--- src/rtl/fb_swap_scheduler.sv ---
// Double-buffered framebuffer write scheduler: clears the back buffer,
// forwards rasterizer pixel writes, and swaps buffers on VGA vsync falls.
module fb_swap_scheduler #(
  parameter int unsigned ADDR_WIDTH  = 17,
  parameter int unsigned NUM_PIXELS  = 76800,
  parameter logic [7:0]  CLEAR_COLOR = 8'h00
) (
  input  logic                  clk,
  input  logic                  rst,
  input  logic                  vsync,
  input  logic                  frame_done,
  input  logic                  pix_valid,
  input  logic [ADDR_WIDTH-1:0] pix_addr,
  input  logic [7:0]            pix_data,
  output logic                  pix_ready,
  output logic                  wea,
  output logic [ADDR_WIDTH-1:0] addra,
  output logic [7:0]            dina,
  output logic                  front,
  output logic                  frame_start,
  output logic [7:0]            late_frames
);

  localparam logic [ADDR_WIDTH-1:0] LP_LAST = ADDR_WIDTH'(NUM_PIXELS - 1);

  typedef enum logic [1:0] {
    CLEAR,
    RENDER,
    WAIT_SWAP
  } state_t;

  state_t                r_state;
  state_t                w_next;
  logic                  r_s1;
  logic                  r_s2;
  logic                  r_prev;
  logic                  w_vs_fall;
  logic [ADDR_WIDTH-1:0] r_clr_cnt;
  logic                  w_clr_last;
  logic                  r_front;
  logic                  r_frame_start;
  logic [7:0]            r_late;

  assign w_vs_fall   = r_prev & ~r_s2;
  assign w_clr_last  = (r_clr_cnt == LP_LAST);
  assign front       = r_front;
  assign frame_start = r_frame_start;
  assign late_frames = r_late;

  // Two-flop vsync synchroniser plus edge-history flop
  always_ff @(posedge clk or posedge rst) begin
    if (rst) begin
      r_s1   <= 1'b0;
      r_s2   <= 1'b0;
      r_prev <= 1'b0;
    end else begin
      r_s1   <= vsync;
      r_s2   <= r_s1;
      r_prev <= r_s2;
    end
  end

  // FSM state register
  always_ff @(posedge clk or posedge rst) begin
    if (rst) r_state <= CLEAR;
    else     r_state <= w_next;
  end

  // Next-state logic; frame_done only matters in RENDER, vs_fall only in WAIT_SWAP
  always_comb begin
    w_next = r_state;
    unique case (r_state)
      CLEAR:     if (w_clr_last) w_next = RENDER;
      RENDER:    if (frame_done) w_next = WAIT_SWAP;
      WAIT_SWAP: if (w_vs_fall)  w_next = CLEAR;
      default:   w_next = CLEAR;
    endcase
  end

  // Clear counter, buffer select, frame-start pulse and missed-swap counter
  always_ff @(posedge clk or posedge rst) begin
    if (rst) begin
      r_clr_cnt     <= '0;
      r_front       <= 1'b0;
      r_frame_start <= 1'b0;
      r_late        <= '0;
    end else begin
      r_frame_start <= (r_state == CLEAR) && w_clr_last;
      if (r_state == CLEAR && !w_clr_last) r_clr_cnt <= r_clr_cnt + 1'b1;
      else                                 r_clr_cnt <= '0;
      if (w_vs_fall) begin
        if (r_state == WAIT_SWAP)  r_front <= ~r_front;
        else if (r_late != 8'hFF)  r_late  <= r_late + 8'd1;
      end
    end
  end

  // Framebuffer write port mux; pixel path is combinational for zero latency
  always_comb begin
    pix_ready = 1'b0;
    wea       = 1'b0;
    addra     = '0;
    dina      = '0;
    unique case (r_state)
      CLEAR: begin
        wea   = ~rst;
        addra = r_clr_cnt;
        dina  = CLEAR_COLOR;
      end
      RENDER: begin
        pix_ready = 1'b1;
        wea       = pix_valid && (pix_addr <= LP_LAST) && !rst;
        addra     = pix_addr;
        dina      = pix_data;
      end
      default: ;
    endcase
  end

endmodule

--- config.mk ---
export PLATFORM = sky130hd
export DESIGN_NAME = fb_swap_scheduler
export DESIGN_NICKNAME = d
export VERILOG_FILES = /design/src/rtl/fb_swap_scheduler.sv
export SDC_FILE = /design/constraint.sdc
export NUM_CORES = 1
export LEC_CHECK = 0
export CAP_MARGIN = 10
export CELL_PAD_IN_SITES_DETAIL_PLACEMENT = 1
export CELL_PAD_IN_SITES_GLOBAL_PLACEMENT = 1
export CORE_MARGIN = 2
export CORE_UTILIZATION = 30
export CTS_CLUSTER_DIAMETER = 120
export DETAILED_ROUTE_END_ITERATION = 8
export GPL_TIMING_DRIVEN = 0
export PLACE_DENSITY = 0.8
export SYNTH_ARGS = -nofsm -noshare
export SYNTH_HDL_FRONTEND = slang
export SYNTH_SLANG_ARGS = --single-unit
--- constraint.sdc ---
create_clock -name clk -period 1.7 [get_ports clk]
set_input_delay 0.34 -clock clk [delete_from_list [all_inputs] [get_ports clk]]
set_output_delay 0.34 -clock clk [all_outputs]
set_load 0.01 [all_outputs]
After elaboration in Yosys (flattened, before gate mapping)
Cells that the tools add are included.
{"block": "word_totals", "output_inout_bits": 37, "elab_cells": 42, "regBits": 32, "in_bits": 30}
{"block": "classes", "n_eq_ne": 7, "n_mux": 9, "bitwise": 5, "n_lt_le_gt_ge": 1, "addsub": 2, "n_reduce_logical": 10}
{"op": "17-bit case mux with 2 select lines", "count": 1}
{"op": "17-bit by 1-bit adder with 17-bit output, second input constant", "count": 1}
{"op": "17-bit == test, second input constant", "count": 1}
{"op": "17-bit <= comparator, second input constant", "count": 1}
{"op": "17-bit two-way mux", "count": 1}
{"op": "8-bit by 1-bit adder with 8-bit output, second input constant", "count": 1}
{"op": "8-bit two-way mux", "count": 1}
{"op": "8-bit inequality test, second input constant", "count": 1}
{"op": "2-bit two-way mux", "count": 3}
{"op": "2-bit inequality test, second input constant", "count": 3}
{"op": "2-bit case mux with 3 select lines", "count": 1}
{"op": "3-bit AND reduction", "count": 2}
{"op": "1-bit logical AND", "count": 4}
{"op": "1-bit inverter", "count": 4}
{"op": "2-bit by 1-bit == test with 1-bit output, second input constant", "count": 1}
{"op": "2-bit == test, second input constant", "count": 1}
{"op": "1-bit logical NOT", "count": 2}
{"op": "2-bit logical NOT", "count": 1}
{"op": "1-bit case mux with 2 select lines", "count": 1}
{"op": "2-bit AND reduction", "count": 1}
{"op": "1-bit bitwise AND", "count": 1}
{"op": "1-bit two-way mux", "count": 1}

Logic depth before layout (Yosys ltp)
Gate-level depths: netlist of run 1.
{"block": "depth", "depth_word": 4, "mapped_depth": 5, "ltp_nobuf": 5}

Least setup slack after synthesis of run 1
Ideal clock, no wire load.
{"block": "synth_path", "path_type": "register to register", "start": "register r_clr_cnt[0]", "end": "register r_clr_cnt[7]", "path_stages_with_launch": 6, "t_required_ns": 1.581, "setup_slack_ns": 0.070, "arrival_time_ns": 1.510, "setup_ns": 0.119, "period_less_slack_ns": 1.630, "path_buffers": 1, "cell_sequence": "dfrtp_1 -> ha_1 -> nand3_4 -> o41ai_4 -> buf_6 -> nor2_2"}
{"block": "synth_between", "elab_chain_len": 4, "elab_cells_between_ends": 5, "classes_between": "1 x add/sub; 1 x eq/ne; 1 x mux; 2 x reduce/logical"}
{"element": "start: declaration", "line_no": "38", "rtl": "logic [ADDR_WIDTH-1:0] r_clr_cnt;"}
{"element": "start signal: assignment", "line_no": "89", "rtl": "if (r_state == CLEAR && !w_clr_last) r_clr_cnt <= r_clr_cnt + 1'b1;"}
{"element": "branches (longest 3 deep; another with 17-bit by 1-bit adder with 17-bit output)"}
{"element": "17-bit two-way mux *", "line_no": "89"}
Mark *: on every way between the ends.
A chain may end at the register's enable or synchronous reset.

Final worst setup path of run 1
{"block": "layout_path", "start": "register r_state[0]", "end": "output port addra[2]"}
{"block": "layout_between", "elab_chain_len": 2, "elab_cells_between_ends": 3, "classes_between": "1 x eq/ne; 1 x mux; 1 x reduce/logical"}
{"element": "start: declaration", "line_no": "32", "rtl": "state_t r_state;"}
{"element": "start signal: assignment", "line_no": "66", "rtl": "else r_state <= w_next;"}
{"element": "2-bit by 1-bit == test with 1-bit output or 2-bit logical NOT (tied branches)", "line_no": "104", "rtl": "unique case (r_state)"}
{"element": "17-bit case mux with 2 select lines *", "line_no": "104"}
{"element": "end: declaration", "line_no": "17", "rtl": "output logic [ADDR_WIDTH-1:0] addra,"}
Mark *: on every way between the ends. The rest lies on a longest branch, timed or not.

==> results of run 1 <==
==> repair_timing <==
action,4_1_cts,5_1_grt
gates cloned,1,0
gates resized for setup,131,26
setup endpoints to repair,46,42
pin swaps,6,7
buffers inserted,7,8
==> stage by stage <==
| step | utilization | setup TNS, ps |
|---|---|---|
| 4_1_cts | 0.4576 | -93.90 |
| 3_3_place_gp | 0.4395 | -15660 |
| 6_report | 0.4771 | 0 |
| 5_1_grt | 0.4771 | -485.8 |
| 2_1_floorplan | - | 0 |
| 3_5_place_dp | 0.4441 | -11380 |
==> cell usage in the layout (no fill, tap or decap), drive strengths merged, types with 2 or more instances in the layout <==
| cell | synthesis | layout |
|---|---|---|
| nor3 | 7 | 7 |
| xor2 | 8 | 8 |
| mux2i | 17 | 17 |
| a211oi | 2 | 2 |
| clkdlybuf4s50 | 0 | 33 |
| ha | 2 | 2 |
| nor4 | 6 | 6 |
| dlygate4sd2 | 0 | 2 |
| clkbuf | 4 | 10 |
| nand2b | 2 | 2 |
| buf | 3 | 49 |
| dfrtp | 32 | 32 |
| nor2 | 42 | 42 |
| and2 | 8 | 8 |
| nand3 | 10 | 10 |
| nand2 | 7 | 7 |
| nand4 | 6 | 6 |
| inv | 6 | 6 |
| xnor2 | 15 | 15 |
==> worst reg2reg max path, stage by stage (launching register included) <==
cell	delay, ps
dfrtp_2	430
ha_4	190
nand3_4	120
o41ai_4	390
buf_4	200
buf_4	140
nor2_1	50
==> worst paths after layout <==
path,to,slack [ps],cells after the start
worst max-delay path,addra[2],20,4
worst min-delay path,r_s2,340,0
worst max register to register,r_clr_cnt[2],70,6
worst min register to register,r_s2,340,0
max in group asynchronous,late_frames[3],630,3
min in group asynchronous,r_clr_cnt[8],520,2
==> layout make-up <==
class,instances,area [um2],share of cell area
multi-input cells,143,1067,0.3756
flip-flops and latches,32,809.5,0.2849
repair buffers,83,673.1,0.2369
clock buffers,7,96.34,0.03391
well taps,75,93.84,0.03303
plain buffers,6,78.83,0.02774
inverters,6,22.52,0.007926
==> state kept, by name, indices dropped and copies added, names as in the netlist <==
name / cells
r_clr_cnt: 17
late_frames: 8
r_state: 2
frame_start: 1
front: 1
r_prev: 1
r_s1: 1
r_s2: 1
==> synthesized netlist by cell type (all sizes together) <==
cell type,instances,area share
nor2,42,0.098
dfrtp,32,0.43
mux2i,17,0.091
xnor2,15,0.071
nand3,10,0.034
and2,8,0.027
xor2,8,0.038
nand2,7,0.015
nor3,7,0.021
inv,6,0.012
nand4,6,0.028
nor4,6,0.027
clkbuf,4,0.0081
buf,3,0.011
a211oi,2,0.0081
ha,2,0.013
nand2b,2,0.0067
a21o,1,0.0040
a21oi,1,0.0027
a22o,1,0.0047
and3,1,0.0034
and4bb,1,0.0067
mux2,1,0.0060
nor2b,1,0.0034
o2111ai,1,0.0081
o21ai,1,0.0027
o31ai,1,0.0040
o41ai,1,0.015
==> power breakdown <==
part / internal [mW] / switching (mW)
sequential: 0.927 / 0.288
combinational: 0.520 / 0.440
clock: 0.360 / 0.276
total: 1.81 / 1.00
==> kinds of logic after synthesis <==
logic type               count (synthesis)
flip-flops                              32
adder cells (fa/ha/maj)                  2
AND/OR/NAND/NOR                         91
XOR/XNOR                                23
buffers and inverters                   13
multiplexers                            18
AO/OA/AOI/OAI                            9
==> layer usage <==
layer  vias up  global-route usage
li1        814                   -
met1       844              0.2222
met2        48              0.2837
met3         9             0.04175
met4         0             0.05514
met5         -                   0
==> impl_metrics.yaml, run 1 <==
run_status:
  status: "finished clean"
critical_path:
  crit_chain: "buf_12 -> mux2i_2 -> nor2_1 -> buf_2"
  cp.arrival_ps: 1340
  crit_path_max_incr_delay_ps: 460
  end_kind: "output pin"
  critical-path-slowest-cell: "dfrtp_2"
  path_buf_inv: 2
  crit_type: "flop to output pin"
  timing.rr.start: "r_clr_cnt[0]"
  critical-path-top-delay-family: "flip-flops"
  cp-start-kind: "flop"
  cp_data_required_time_ps: 1360
  crit_start: "r_state[0]"
  cp_max_fo: 10
floorplanning:
  dieHeight_um: 82.81
  fp.dieW_um: 82.81
  coreArea_um2: 5956
  die_area_um2: 6857
  io_pins: 67
  row_count: 28
  initial_utilization: 0.3128
synth:
  yosysWarnings: 0
  synth_compound_area_frac: 0.04903
  ys_seq_elements: 32
  syn_nets: 220
  avgSynthCellArea_um2: 9.910
  synthCells: 188
  synth_cell_types: 35
  synth_area_um2: 1863
  synth_top_family_by_area: "simple AND/OR/NAND/NOR gates"
  synth_fa_ha_area_frac: 0.01343
  synth-xor-area-share: 0.1081
  ys_seq_area_frac: 0.4298
  synth-simple-area-share: 0.2707
  synthMuxAreaShare: 0.09738
hold_path:
  hp-start: "r_s1"
  hp-class: "flop to flop"
global_route:
  grt_pass1_wl_um: 9473
  overflow: 0
  grt_max_degree: 18
  grt_pass1_vias: 1776
  grt_use_total: 0.1721
  grt_antenna_before_repair: 0
routing:
  wl_um: 5928
  routedWlPerCell_um: 16.84
  dr_wl_met2_um: 2904
  ant_nets: 0
  wl_met3_um: 254
  first_pass_iters: 4
  vias: 1715
  wl_met1_um: 2675
  first_iter_violations: 37
  vias_per_cell: 4.872
  drc: 0
  routed.top_layer: "met4"
power_and_ir_drop:
  power_mw: 2.812
  p_per_area_nw_per_um2: 989.6
  p_leak_nw: 1.284
  ir_worst_vdd_mv: 0.4558
placement:
  dp_hpwl_um: 4111
  routabilityCongestion: 0.7852
  place_area_um2: 2645
  placed_cells: 330
  place_ws_ps: -809.4
  numPortBuffers: 66
sta:
  fin_ws_ps: 16.76
  worst_pin_slew_ps: 746.4
  fin_crit_sh: 0.9901
  setup_viol: 0
  rsz0062_at_grt: "yes"
  drv_slew: 0
  final.min_clock_period_ps: 1683
  timing.hold.ws_ps: 341.2
  clock_skew_ps: 7.159
  fmax_mhz: 594.1
  max-slew-margin-rel: 0.5018
  hold_viol_final: 0
clock_network:
  clock_sinks: 32
  clock_latency_ps: 290
  numCtsBuffers: 5
  cts_buffer_depth: 2
  hold_buffers: 0
  cts.clk_slew.worst_paths_ps: 70
  h-tree-depth: 2
  cts_root_buf: "clkbuf_8"
  cts_tree: "done"
layout:
  n_antenna_cell: 0
  area_delta_synth_final_pct: 52.52
  fin_area_um2: 2841
  final_nets: 309
  fillerInstances: 703
  final_cells: 352
  layout-drive-gt1-share: 0.3357
flow_run:
  maxCapViolCount: 0
Note: power is estimated with default switching activity, not from simulation.
==> inputs of run 2 (changes only) <==
- CORE_MARGIN: 2 -> not set
- CTS_CLUSTER_SIZE: not set -> 24
==> run 2 against run 1 <==
Against the previous run:
- the flow now finishes with violations (negative setup slack)
- routed wire length grew 13%
- combinational power grew 2.7%
- hold slack gained 52 ps
- largest cell class unchanged
- highest routed layer unchanged
==> impl_metrics.yaml, run 2 (synthesis gave the netlist of run 1 again) <==
run_status:
  status: "finished with violations"
  violations: "negative setup slack"
sta:
  drv_slew: 0
  worst_pin_slew_ps: 752.4
  final.min_clock_period_ps: 1788
  setup_viol: 15
  timing.hold.ws_ps: 393.4
  fin_crit_sh: 1.052
  hold_viol_final: 0
  fin_ws_ps: -87.68
  fmax_mhz: 559.4
  max-slew-margin-rel: 0.4979
  rsz0062_at_grt: "yes"
  clock_skew_ps: 4.795
clock_network:
  cts_tree: "done"
  cts_buffer_depth: 2
  numCtsBuffers: 5
  hold_buffers: 0
  h-tree-depth: 2
  clock_sinks: 32
  cts.clk_slew.worst_paths_ps: 70
  clock_latency_ps: 280
  cts_root_buf: "clkbuf_8"
global_route:
  grt_use_total: 0.1974
  grt_antenna_before_repair: 0
  grt_max_degree: 18
  grt_pass1_vias: 1868
  grt_pass1_wl_um: 9646
  overflow: 0
routing:
  vias_per_cell: 5.123
  first_pass_iters: 4
  drc: 0
  vias: 1829
  routedWlPerCell_um: 18.79
  first_iter_violations: 78
  ant_nets: 0
  wl_um: 6707
power_and_ir_drop:
  ir_worst_vdd_mv: 0.4931
  power_frac_clock: 0.249
  pwr-share-seq: 0.416
  power_frac_comb: 0.336
  netSwitchingPower_mw: 1.059
  p_per_area_nw_per_um2: 1003
  p_int_mw: 1.879
  p_leak_nw: 1.326
  p_sw_frac: 0.3605
placement:
  numPortBuffers: 66
  routabilityCongestion: 0.7572
  place_ws_ps: -787.0
  placed_cells: 330
  dp_hpwl_um: 4345
layout:
  area_delta_synth_final_pct: 57.29
  fillerInstances: 694
  multi_input_area_um2: 1075
  largest_reg_flops: 17
  seqCellArea_um2: 809.5
  n_antenna_cell: 0
  layout-drive-gt1-share: 0.3440
  final_common_cell: "clkdlybuf4s50_1"
  final_cells: 357
  top_register: "r_clr_cnt"
  final_nets: 313
  layout_common_cells: "clkdlybuf4s50_1 (33), nor2_1 (32), dfrtp_1 (25)"
critical_path:
  end_kind: "output pin"
  cp-start-kind: "flop"
  timing.rr.start: "late_frames[0]"
  cp.arrival_ps: 1450
  crit_type: "flop to output pin"
  cp_max_fo: 5
  crit_start: "r_state[0]"
  cp_data_required_time_ps: 1360
floorplanning:
  fp.dieW_um: 80.81
  dieHeight_um: 80.81
  initial_utilization: 0.3128
  io_pins: 67
  row_count: 28
  die_area_um2: 6529
  coreArea_um2: 5956
hold_path:
  hp-class: "flop to flop"
  hp-start: "r_s2"
flow_run:
  maxCapViolCount: 0
run 2: cell count changes in the layout (fill, tap and decap cells not counted), sizes merged:
| cell | before | now |
|---|---|---|
| dlymetal6s2s | 1 | 0 |
| dlygate4sd2 | 2 | 5 |
| clkdlybuf4s15 | 1 | 2 |
| clkinv | 0 | 1 |
| bufinv | 0 | 1 |
run 2: stage by stage:
stage	power (mW)	setup TNS, ps	area (um2)	util
floorplan	1.610	0	1863	-
global placement	2.105	-15370	2618	0.4395
detailed placement	2.164	-11720	2645	0.4441
CTS	2.821	-211.7	2805	0.4710
global route	3.076	-1551	2930	0.4920
finish	2.938	-493.5	2930	0.4920
run 2: final cells by class:
| class | count | area share |
|---|---|---|
| Multi-Input combinational cell | 143 | 0.3668 |
| Sequential cell | 32 | 0.2763 |
| Timing Repair Buffer | 88 | 0.2588 |
| Tap cell | 75 | 0.03202 |
| Clock buffer | 6 | 0.02477 |
| Buffer | 5 | 0.02178 |
| Clock inverter | 2 | 0.01196 |
| Inverter | 6 | 0.007686 |
run 2: worst paths after layout:
kind / slack, ps / depth (start not counted) / end
worst max-delay path: -90 / 5 / addra[13]
worst min-delay path: 390 / 0 / r_prev
worst max register to register: 20 / 4 / late_frames[1]
worst min register to register: 390 / 0 / r_prev
max in group asynchronous: 600 / 3 / late_frames[2]
min in group asynchronous: 540 / 2 / r_clr_cnt[9]
run 2: power by group through the flow:
stage	sequential [mW]	combinational [mW]	clock, mW
CTS	1.19	0.894	0.738
detailed placement	1.20	0.964	0
finish	1.22	0.986	0.731
global placement	1.18	0.922	0
floorplan	1.16	0.451	0
global route	1.24	1.07	0.760
run 2: worst max-delay path, stage by stage (launching register included):
cell and delay, ps:
dfrtp_1 420, buf_6 150, clkbuf_16 150, mux2i_1 120, nor2_1 160, buf_2 160
run 2: what timing repair did:
| item | CTS | global route |
|---|---|---|
| pin swaps | 8 | 12 |
| endpoints found under the setup margin | 46 | 46 |
| setup buffers | 11 | 7 |
| resized for setup | 140 | 19 |
| cloned | 2 | 1 |
run 2: routing by layer:
| metal | vias up | wire length (um) | track usage |
|---|---|---|---|
| met5 | - | 0 | 0 |
| met4 | 0 | 127 | 0.05893 |
| met3 | 12 | 337 | 0.03146 |
| met2 | 60 | 3582 | 0.3647 |
| met1 | 930 | 2660 | 0.2322 |
| li1 | 827 | - | - |
==> inputs of run 3 (changes only) <==
- SLEW_MARGIN: not set -> 10
==> results of run 3 <==
No change in the layout: final DEF, timing and power equal those of run 2.
